==> config.mk <==
export PLATFORM = sky130hd
export DESIGN_NAME = font_glyph_renderer
export DESIGN_NICKNAME = d
export VERILOG_FILES = /design/src/rtl/font_glyph_renderer.sv
export SDC_FILE = /design/constraint.sdc
export NUM_CORES = 1
export LEC_CHECK = 0
export BUFFER_PORTS_ARGS = -buffer_cell sky130_fd_sc_hd__buf_2
export CORE_MARGIN = 10
export CORE_UTILIZATION = 54
export CTS_CLUSTER_SIZE = 28
export DETAILED_ROUTE_END_ITERATION = 12
export HOLD_SLACK_MARGIN = 0.05
export PLACE_DENSITY = 0.87
export SLEW_MARGIN = 20
export SYNTH_ARGS = -nofsm -noshare
export SYNTH_HDL_FRONTEND = slang
export SYNTH_SLANG_ARGS = --single-unit
==> constraint.sdc <==
create_clock -name clk -period 8.5 [get_ports clk]
set_clock_uncertainty 0.05 [all_clocks]
set_input_delay 1.275 -clock clk [delete_from_list [all_inputs] [get_ports clk]]
set_output_delay 1.275 -clock clk [all_outputs]
set_load 0.05 [all_outputs]
==> src/rtl/font_glyph_renderer.sv <==
// Character-cell glyph renderer: fetches each glyph row from a synchronous font ROM,
// resolves attributes and the fixed palette, and streams coloured pixel rows downstream.
module font_glyph_renderer #(
    parameter int CHAR_BITS            = 8,
    parameter int COLOR_NUMBERS_BITS   = 4,
    parameter int HEIGHT_PER_CHARACTER = 20,
    parameter int WIDTH_PER_CHARACTER  = 8,
    parameter int COLOR_CHANNEL_BITS   = 8,
    parameter int ROM_ADDR_BITS        = $clog2((2**CHAR_BITS)*HEIGHT_PER_CHARACTER),
    localparam int ROW_BITS            = $clog2(HEIGHT_PER_CHARACTER),
    localparam int PIX_BITS            = WIDTH_PER_CHARACTER*COLOR_CHANNEL_BITS
) (
    input  logic                          clk,
    input  logic                          rst,
    input  logic                          reqValid,
    output logic                          reqReady,
    input  logic [CHAR_BITS-1:0]          char,
    input  logic [COLOR_NUMBERS_BITS-1:0] foregroundColor,
    input  logic [COLOR_NUMBERS_BITS-1:0] backgroundColor,
    input  logic                          attrReverse,
    input  logic                          attrUnderline,
    input  logic                          attrBlink,
    input  logic                          blinkPhase,
    output logic [ROM_ADDR_BITS-1:0]      romAddress,
    input  logic [WIDTH_PER_CHARACTER-1:0] romData,
    output logic                          rowValid,
    input  logic                          rowReady,
    output logic [ROW_BITS-1:0]           rowIndex,
    output logic                          rowLast,
    output logic [PIX_BITS-1:0]           fontColorR,
    output logic [PIX_BITS-1:0]           fontColorG,
    output logic [PIX_BITS-1:0]           fontColorB
);

    typedef enum logic [1:0] {
        S_IDLE,
        S_FETCH,
        S_WAIT,
        S_EMIT
    } state_t;

    localparam logic [COLOR_CHANNEL_BITS-1:0] CH_HALF = COLOR_CHANNEL_BITS'(1) << (COLOR_CHANNEL_BITS-1);

    state_t                         r_state;
    state_t                         w_nextState;
    logic [CHAR_BITS-1:0]           r_char;
    logic [COLOR_NUMBERS_BITS-1:0]  r_fg;
    logic [COLOR_NUMBERS_BITS-1:0]  r_bg;
    logic                           r_rev;
    logic                           r_ul;
    logic                           r_blink;
    logic [ROW_BITS-1:0]            r_row;

    logic [ROM_ADDR_BITS-1:0]       w_addrFirst;
    logic [ROM_ADDR_BITS-1:0]       w_addrNext;
    logic [WIDTH_PER_CHARACTER-1:0] w_bits;
    logic [COLOR_NUMBERS_BITS-1:0]  w_fgIdx;
    logic [COLOR_NUMBERS_BITS-1:0]  w_bgIdx;
    logic [COLOR_NUMBERS_BITS-1:0]  w_idx;
    logic [PIX_BITS-1:0]            w_pixR;
    logic [PIX_BITS-1:0]            w_pixG;
    logic [PIX_BITS-1:0]            w_pixB;

    function automatic logic [COLOR_CHANNEL_BITS-1:0] chanLevel(input logic on, input logic bright);
        if (!on)
            return '0;
        return bright ? {COLOR_CHANNEL_BITS{1'b1}} : CH_HALF;
    endfunction

    assign reqReady    = (r_state == S_IDLE);
    assign w_addrFirst = ROM_ADDR_BITS'(char) * ROM_ADDR_BITS'(HEIGHT_PER_CHARACTER);
    assign w_addrNext  = ROM_ADDR_BITS'(r_char) * ROM_ADDR_BITS'(HEIGHT_PER_CHARACTER)
                       + ROM_ADDR_BITS'(r_row) + ROM_ADDR_BITS'(1);

    always_ff @(posedge clk or posedge rst) begin
        if (rst)
            r_state <= S_IDLE;
        else
            r_state <= w_nextState;
    end

    always_comb begin
        w_nextState = r_state;
        case (r_state)
            S_IDLE:  if (reqValid) w_nextState = S_FETCH;
            S_FETCH: w_nextState = S_WAIT;
            S_WAIT:  w_nextState = S_EMIT;
            S_EMIT:  if (rowReady) w_nextState = rowLast ? S_IDLE : S_FETCH;
            default: w_nextState = S_IDLE;
        endcase
    end

    // Underline is applied before blink so that a hidden cell also hides its underline.
    always_comb begin
        w_fgIdx = r_rev ? r_bg : r_fg;
        w_bgIdx = r_rev ? r_fg : r_bg;
        w_bits  = romData;
        if (r_ul && (r_row == ROW_BITS'(HEIGHT_PER_CHARACTER-2)))
            w_bits = '1;
        if (r_blink && blinkPhase)
            w_bits = '0;
        w_idx  = '0;
        w_pixR = '0;
        w_pixG = '0;
        w_pixB = '0;
        for (int c = 0; c < WIDTH_PER_CHARACTER; c++) begin
            w_idx = w_bits[WIDTH_PER_CHARACTER-1-c] ? w_fgIdx : w_bgIdx;
            w_pixR[c*COLOR_CHANNEL_BITS +: COLOR_CHANNEL_BITS] = chanLevel(w_idx[0], w_idx[3]);
            w_pixG[c*COLOR_CHANNEL_BITS +: COLOR_CHANNEL_BITS] = chanLevel(w_idx[1], w_idx[3]);
            w_pixB[c*COLOR_CHANNEL_BITS +: COLOR_CHANNEL_BITS] = chanLevel(w_idx[2], w_idx[3]);
        end
    end

    // The ROM address is loaded on entry to FETCH so the ROM output is ready during WAIT.
    always_ff @(posedge clk or posedge rst) begin
        if (rst) begin
            r_char     <= '0;
            r_fg       <= '0;
            r_bg       <= '0;
            r_rev      <= 1'b0;
            r_ul       <= 1'b0;
            r_blink    <= 1'b0;
            r_row      <= '0;
            romAddress <= '0;
            rowValid   <= 1'b0;
            rowIndex   <= '0;
            rowLast    <= 1'b0;
            fontColorR <= '0;
            fontColorG <= '0;
            fontColorB <= '0;
        end else begin
            case (r_state)
                S_IDLE: begin
                    if (reqValid) begin
                        r_char     <= char;
                        r_fg       <= foregroundColor;
                        r_bg       <= backgroundColor;
                        r_rev      <= attrReverse;
                        r_ul       <= attrUnderline;
                        r_blink    <= attrBlink;
                        r_row      <= '0;
                        romAddress <= w_addrFirst;
                    end
                end
                S_WAIT: begin
                    rowValid   <= 1'b1;
                    rowIndex   <= r_row;
                    rowLast    <= (r_row == ROW_BITS'(HEIGHT_PER_CHARACTER-1));
                    fontColorR <= w_pixR;
                    fontColorG <= w_pixG;
                    fontColorB <= w_pixB;
                end
                S_EMIT: begin
                    if (rowReady) begin
                        rowValid <= 1'b0;
                        if (!rowLast) begin
                            r_row      <= r_row + ROW_BITS'(1);
                            romAddress <= w_addrNext;
                        end
                    end
                end
                default: ;
            endcase
        end
    end

endmodule

# Word level (Yosys, flattened, before mapping)
# Index checks and enable logic that the tools add are counted.
op_classes:
  mul: 2
  add_sub_neg: 3
  n_reduce_logical: 9
  muxes: 58
  eq_ne: 8
ops:
  columns: ["op", "count"]
  rows:
  - ["8-bit 2-to-1 mux", 26]
  - ["7-bit 2-to-1 mux", 8]
  - ["4-bit 2-to-1 mux", 10]
  - ["13-bit 2-to-1 mux", 3]
  - ["13-bit one-hot mux with 2 select lines", 1]
  - ["8-bit by 3-bit multiplier with 11-bit output (second input constant)", 2]
  - ["5-bit 2-to-1 mux", 3]
  - ["13-bit by 1-bit adder with 13-bit output (second input constant)", 1]
  - ["13-bit by 5-bit adder with 13-bit output", 1]
  - ["5-bit == test (second input constant)", 2]
  - ["5-bit one-hot mux with 2 select lines", 1]
  - ["2-bit one-hot mux with 4 select lines", 1]
  - ["2-bit inequality test (second input constant)", 3]
  - ["2-bit AND reduction", 3]
  - ["5-bit by 1-bit adder with 5-bit output (second input constant)", 1]
  - ["2-bit == test (second input constant)", 2]
  - ["2-bit 2-to-1 mux", 2]
  - ["4-bit AND reduction", 1]
  - ["2-bit nonzero test", 2]
  - ["2-bit by 1-bit == test with 1-bit output (second input constant)", 1]
  - ["1-bit logical AND", 2]
  - ["2-bit logical NOT", 1]
  - ["1-bit 2-to-1 mux", 2]
  - ["1-bit one-hot mux with 2 select lines", 1]
word_totals:
  elab_cells: 95
  regBits: 238

# Logic depth before layout (Yosys ltp)
# Gate-level depths: netlist of the first run.
logic_depth:
  ltp_word: 7
  ltp_mapped: 9
  mapped_depth_nobuf: 9

# Least setup slack after synthesis of the first run
# No wires, ideal clock.
synth_timing:
  kind: "input port to flip-flop"
  from: "input port char[1]"
  to: "register romAddress[11]"
  path_stages: 9
  setup_ps: 136
  n_path_buf: 0
  t_arrival_ps: 3241
  setup_slack_ps: 5074
  cell_sequence: "ha_1 ha_1 fa_1 a21o_1 a21oi_1 nand2b_1 nor3b_1 a2111oi_0 o31ai_2"
synth_between:
  elab_chain_cells: 3
synth_rtl:
  columns: ["element", "line", "rtl"]
  rows:
  - ["start, declared", "17", "input logic [CHAR_BITS-1:0] char,"]
  - ["8-bit by 3-bit multiplier with 11-bit output", "71", "assign w_addrFirst = ROM_ADDR_BITS'(char) * ROM_ADDR_BITS'(HEIGHT_PER_CHARACTER);"]
  - ["13-bit 2-to-1 mux", "134", "if (reqValid) begin"]
  - ["13-bit one-hot mux with 2 select lines", "132", "case (r_state)"]
  - ["end signal, assigned", "142", "romAddress <= w_addrFirst;"]
  - ["end signal, assigned", "158", "romAddress <= w_addrNext;"]
  - ["end, declared", "24", "output logic [ROM_ADDR_BITS-1:0] romAddress,"]
# Every way passes these cells. The select of a mux whose other input is x is not followed.
# A chain may end at the register's enable or synchronous reset.

# Final worst setup path of the first run
layout_timing:
  from: "input port reqValid"
  to: "register romAddress[10]"
layout_between:
  elab_chain_cells: 2
layout_rtl:
  columns: ["element", "line", "rtl"]
  rows:
  - ["start, declared", "15", "input logic reqValid,"]
  - ["2-bit inequality test (no line)", null, null]
  - ["4-bit AND reduction (no line)", null, null]
# Every way passes these cells.

==> results of run 1 <==
cell type report:
type	instances	area, µm²
multi-input combinational	335	2740
tap	143	179
clock buffer	12	256
timing repair buffer	245	1230
sequential	92	2300
fill	960	4580
inverter	37	140
clock inverter	2	35.0
registers in the layout, indices dropped and copies added, names as in the netlist:
signal	flops
r_ul	1
rowValid	1
fontColorB	16
r_fg	4
rowLast	1
r_state	2
r_bg	4
fontColorR	16
r_blink	1
r_rev	1
romAddress	13
rowIndex	5
r_char	8
fontColorG	16
r_row	3
cells in the mapped netlist (9+ instances only):
cell       instances  area, µm²
nor2_1            15       56.3
nand2_1           42        158
ha_1              32        400
o21ai_0           43        215
inv_1             37        139
dfrtp_1           92       2300
o2bb2ai_1         24        210
clkbuf_1           9       33.8
mux2i_1           40        400
buf_4            148       1110
mux2_2            23        259
a21oi_1           14       70.1
routing by layer:
layer / wire [µm] / vias to the layer above
li1: - / 2201
met1: 6350 / 2242
met2: 8260 / 182
met3: 1410 / 22
met4: 332 / 0
met5: 0 / -
worst max-delay path, stage by stage:
cell	delay (ns)
buf_2	0.10
nand2_1	0.73
nor2_1	0.29
nor2_1	0.78
nor3_1	0.15
a211oi_1	0.27
a21oi_1	0.08
logic make-up (layout without fill, tap and decap cells):
family / Yosys count / in the layout
adder cells (fa/ha/maj): 34 / 34
AO/OA/AOI/OAI: 131 / 131
AND/OR/NAND/NOR: 87 / 87
XOR/XNOR: 20 / 20
flip-flops: 92 / 92
buffers and inverters: 201 / 296
multiplexers: 63 / 63
per-stage QoR:
step / hold slack, ns / util, % / instances / instance area (µm²) / setup WS (ns)
after global routing: 0.465 / 60.0 / 866 / 6890 / 4.72
final: 0.453 / 60.0 / 866 / 6890 / 4.97
after global placement: 0.426 / 57.5 / 852 / 6590 / 4.74
after detailed placement: 0.439 / 57.5 / 852 / 6590 / 4.63
after floorplan: 0.421 / - / 628 / 6360 / 4.78
after CTS: 0.455 / 60.0 / 866 / 6890 / 5.01
final timing paths:
check	end	slack, ns
setup / recovery	romAddress[10]$_DFFE_PP0P_	4.97
hold / removal	rowIndex[0]$_DFFE_PP0P_	0.45
setup reg to reg	romAddress[10]$_DFFE_PP0P_	5.26
hold reg to reg	rowIndex[0]$_DFFE_PP0P_	0.45
max in group asynchronous	rowIndex[2]$_DFFE_PP0P_	6.32
min in group asynchronous	fontColorG[31]$_DFFE_PP0P_	0.89
placed cells by master (no fill, tap or decap), types with 5 or more instances in the layout:
cell type / n
inv_1: 36
o21a_4: 8
clkbuf_16: 9
xor2_1: 7
o21ai_0: 43
a21o_1: 7
mux2_2: 23
nor2_1: 15
nand2_1: 42
buf_2: 244
ha_1: 31
o2bb2ai_1: 24
mux2i_1: 40
dfrtp_1: 92
a31oi_1: 5
xnor2_1: 5
a21oi_1: 14
xor2_2: 8
==> impl_metrics.ini, run 1 <==
[outcome]
status = finished, final reports clean

[logic_synthesis]
synthAdderAreaFrac_pct = 6.92
synth_top_family_by_area = buffers and inverters
syn_area_um2 = 6360
ys_ff_latch = 92
synth_compound_area_share_pct = 15.1
synth_edf_count = 0
synth.net_count = 694
ys_types = 58
yosys-mux-area-fraction_pct = 10.4
ys_seq_area_share_pct = 36.2
async_reset_ff_share_pct = 100
syn_inst = 628
synth_xor_area_share_pct = 3.70
ys.flop_type = dfrtp_1
avgSynthCellArea_um2 = 10.1
synth-simple-area-share_pct = 7.04
yosysWarnings = 0

[critical_path]
worstPathArrival_ns = 3.68
critPathRequiredTime_ns = 8.65
startpoint_type = primary input
crit_path_end_kind = flip-flop
critPathMaxFanout = 24
r2r_start = r_state[0]$_DFFE_PP0P_
ff2ff_path_depth = 8
startpoint = reqValid
criticalPathCategory = in2reg

[timing]
relSlewSlack_pct = 28.2
hold_viol_final = 0
maxSlewViolCount = 0
setup_tns_ns = 0
tightest_slew_ns = 1.08
rsz0062_at_grt = false
finalCritPeriodShare_pct = 41.5
post-route-min-period_ns = 3.53
setup_viol = 0
fmax_mhz = 283

[clock_tree]
htreeDepth = 3
cts_tree = built
cts_buffers = 9
post_cts_buffers = 0
hold_buffers = 0
cts_sinks = 92
insertion_delay_ns = 0.35
ctsResizeCount = 0
clk_pin_slew_ns = 0.06
cts-root-buf = clkbuf_16
cts.path.max_buffers = 2

[cells_and_area]
drive_gt1_share_pct = 43.3
antenna_cells = 0
areaGrowthSynthToFinish_pct = 8.22
final_net_count = 786

[place]
routabilityCongestion = 0.836
io_buffer_count = 244
dp_hpwl_mm = 12.7

[routing]
routed_wl_mm = 16.4
vias = 4647
viasPerCell = 5.37
firstDrtPassIters = 6
ant_nets = 0
detail_route.wl_per_cell_um = 18.9
drc = 0
dr.first_iter.drc_count = 180

[global_route]
grt_max_degree = 63
track_usage_pct = 18.7
grt_util_met3_pct = 4.80
antenna_found_initial = 0
met1_usage_pct = 21.5
overflow = 0
grt_pass1_vias = 4614
met2_usage_pct = 32.5
gr-max-usage-layer = met2
grt_pass1_wl_mm = 24.9

[hold_path]
hold_path.class = reg2reg
hold_path_startpoint = rowIndex[0]$_DFFE_PP0P_
hold_depth = 1

[floorplanning]
dieHeight_um = 129
core_area_um2 = 11500
std_cell_rows = 39
fp.dieW_um = 129
initial_core_util_pct = 55.5
io_pins = 245
dieArea_um2 = 16500

[flow_run]
maxCapViolCount = 0
Power of run 1 is not shown: default switching activity piles up to over one toggle a cycle in this logic, so the estimate is an artifact.
==> run 2: changes to the inputs <==
- ABC_AREA: unset -> 1
- CORE_UTILIZATION: 54 -> 45
- PLACE_DENSITY: 0.87 -> 0.78
- clock period: 8.5 -> 3 ns (I/O delays scaled with it)
==> run 2 against run 1 <==
Net effect: global-route usage decreased by 2.2 points; design area decreased by 0.51%; critical path depth up 6; core utilization down 8.9 points; via count grew 9.5%; die area is 15% higher; routed wire length rose by 0.91%; critical path type is now reg2reg; hold slack worse by 0.35 ns; synthesized cell count grew 21%.
==> impl_metrics.ini, run 2 <==
[outcome]
status = finished, final reports clean

[place]
dp_hpwl_mm = 13.0
routabilityCongestion = 0.905
io_buffer_count = 244

[critical_path]
r2r_start = r_char[1]$_DFFE_PP0P_
max_stage_delay_ns = 0.55
crit_cells = 13
worstPathArrival_ns = 2.77
endpoint = romAddress[11]$_DFFE_PP0P_
critPathRequiredTime_ns = 3.21
timing.rr.end = romAddress[11]$_DFFE_PP0P_
ff2ff_path_depth = 13
crit_slowest_cell = fa_1
critPathMaxFanout = 4
crit_top_cell = nand2_1
startpoint_type = flip-flop
worstPathCellList = ha_1 > ha_1 > fa_1 > inv_1 > nor3_1 > nand2_1 > nand2_1 > inv_1 > nor2_1 > nand2_1 > nand2_1 > nand3_1 > a21oi_1
criticalPathCategory = reg2reg
startpoint = r_char[1]$_DFFE_PP0P_
crit_path_end_kind = flip-flop
r2r_setup_slack_ns = 0.45
cpLargestDelayFamily = adder cells
path_buf_inv = 2

[global_route]
grt_pass1_wl_mm = 24.8
grt_pass1_vias = 4689
overflow = 0
grt_max_degree = 56
antenna_found_initial = 0
track_usage_pct = 16.4

[routing]
routed_wl_mm = 16.5
vias = 5087
viasPerCell = 4.90
dr.first_iter.drc_count = 367
detail_route.wl_per_cell_um = 15.9
ant_nets = 0
drc = 0
firstDrtPassIters = 5

[logic_synthesis]
yosys.area.top_type_share_pct = 37.0
yosysWarnings = 0
ys.flop_type = dfrtp_1
async_reset_ff_share_pct = 100
synth_top_area_cell = dfrtp_1
synthTopCellsByCount = buf_4, nand2_1, inv_1
ys_types = 34
synthTopCellsByArea = dfrtp_1, buf_4, nand2_1, inv_1, ha_1
ys_seq_area_share_pct = 37.0
yosysMostFrequentCell = buf_4
synth_edf_count = 0
ys_ff_latch = 92
syn_area_um2 = 6220
avgSynthCellArea_um2 = 8.19
syn_inst = 760
synth.net_count = 826

[floorplanning]
core_area_um2 = 13400
initial_core_util_pct = 46.4
io_pins = 245
fp.dieW_um = 138
dieHeight_um = 138
std_cell_rows = 42
dieArea_um2 = 18900

[timing]
finalCritPeriodShare_pct = 85.1
fmax_mhz = 392
setup_tns_ns = 0
hold_viol_final = 0
setup_viol = 0
tightest_slew_ns = 0.922
rsz0062_at_grt = false
maxSlewViolCount = 0
post-route-min-period_ns = 2.55
relSlewSlack_pct = 38.5

[cells_and_area]
areaGrowthSynthToFinish_pct = 10.1
mostFrequentLayoutCells = buf_2, nand2_1, inv_1
antenna_cells = 0
layout_commonest_cell = buf_2
top_regs = fontColorB (16), fontColorG (16), fontColorR (16)
final_net_count = 924
drive_gt1_share_pct = 33.6

[clock_tree]
ctsResizeCount = 0
cts_sinks = 92
cts-root-buf = clkbuf_16
cts_tree = built
insertion_delay_ns = 0.34
cts.path.max_buffers = 2
clk_pin_slew_ns = 0.06
hold_buffers = 0
htreeDepth = 3
cts_buffers = 9
post_cts_buffers = 0

[hold_path]
hold_path.class = in2async

[flow_run]
maxCapViolCount = 0
==> run 2: changes by cell type after synthesis, moves of 6 or more <==
cell	delta
nand2_1	+86
inv_1	+72
mux2i_1	-32
nand3_1	+28
o22ai_1	+25
o2bb2ai_1	-24
o211ai_1	+18
nor2_1	+12
a21oi_1	+10
mux2_2	-8
o21a_4	-8
xor2_2	-8
a21o_1	-7
nand4_1	+6
==> run 2: final cells by class <==
type | instances | area [µm²]
clock buffer | 13 | 260
timing repair buffer | 250 | 1290
fill | 1273 | 6550
multi-input combinational | 394 | 2340
tap | 176 | 220
inverter | 111 | 419
sequential | 92 | 2300
clock inverter | 3 | 21.3
==> run 2: how the worst min path moves through the flow <==
stage	to	slack (ns)	cells past startpoint
finish	fontColorB[47]$_DFFE_PP0P_	0.1	2
global route	fontColorB[47]$_DFFE_PP0P_	0.14	2
CTS	r_bg[2]$_DFFE_PP0P_	0.11	2
detailed placement	romAddress[6]$_DFFE_PP0P_	0.41	2
global placement	romAddress[6]$_DFFE_PP0P_	0.42	2
floorplan	r_state[0]$_DFFE_PP0P_	0.43	2
==> run 2: logic make-up after synthesis <==
| group | count (synthesis) | share of synthesized area [%] |
|---|---|---|
| buffers and inverters | 274 | 25.5 |
| AND/OR/NAND/NOR | 208 | 14.2 |
| AO/OA/AOI/OAI | 125 | 11.6 |
| flip-flops | 92 | 37.0 |
| adder cells (fa/ha/maj) | 34 | 7.08 |
| multiplexers | 23 | 4.00 |
| XOR/XNOR | 4 | 0.563 |
==> run 2: layer usage <==
layer / global-route usage [%] / wire, µm / part of all wire (%) / up-vias
met5: 0 / 0 / 0 / -
met4: 6.85 / 383 / 2.3 / 0
met3: 3.06 / 1470 / 8.9 / 27
met2: 29.2 / 8390 / 51 / 198
met1: 18.9 / 6260 / 38 / 2344
li1: - / - / - / 2518
==> run 2: metrics by stage <==
step	cell area, µm²	hold WS (ns)	cells	worst slack [ns]	util (%)
floorplan	6220	0.429	760	0.108	-
global placement	6570	0.415	1023	0.542	49.0
detailed placement	6570	0.411	1023	0.484	49.0
CTS	6850	0.115	1039	0.467	51.1
global route	6850	0.142	1039	0.201	51.1
finish	6850	0.0996	1039	0.448	51.1
==> run 2: worst register-to-register path, cell delays in order, from the launching register on <==
cell	delay [ns]
dfrtp_1	0.40
ha_1	0.31
ha_1	0.24
fa_1	0.55
inv_1	0.07
nor3_1	0.16
nand2_1	0.07
nand2_1	0.08
inv_1	0.06
nor2_1	0.16
nand2_1	0.08
nand2_1	0.07
nand3_1	0.07
a21oi_1	0.13
Power of run 2 is left out for the same reason.
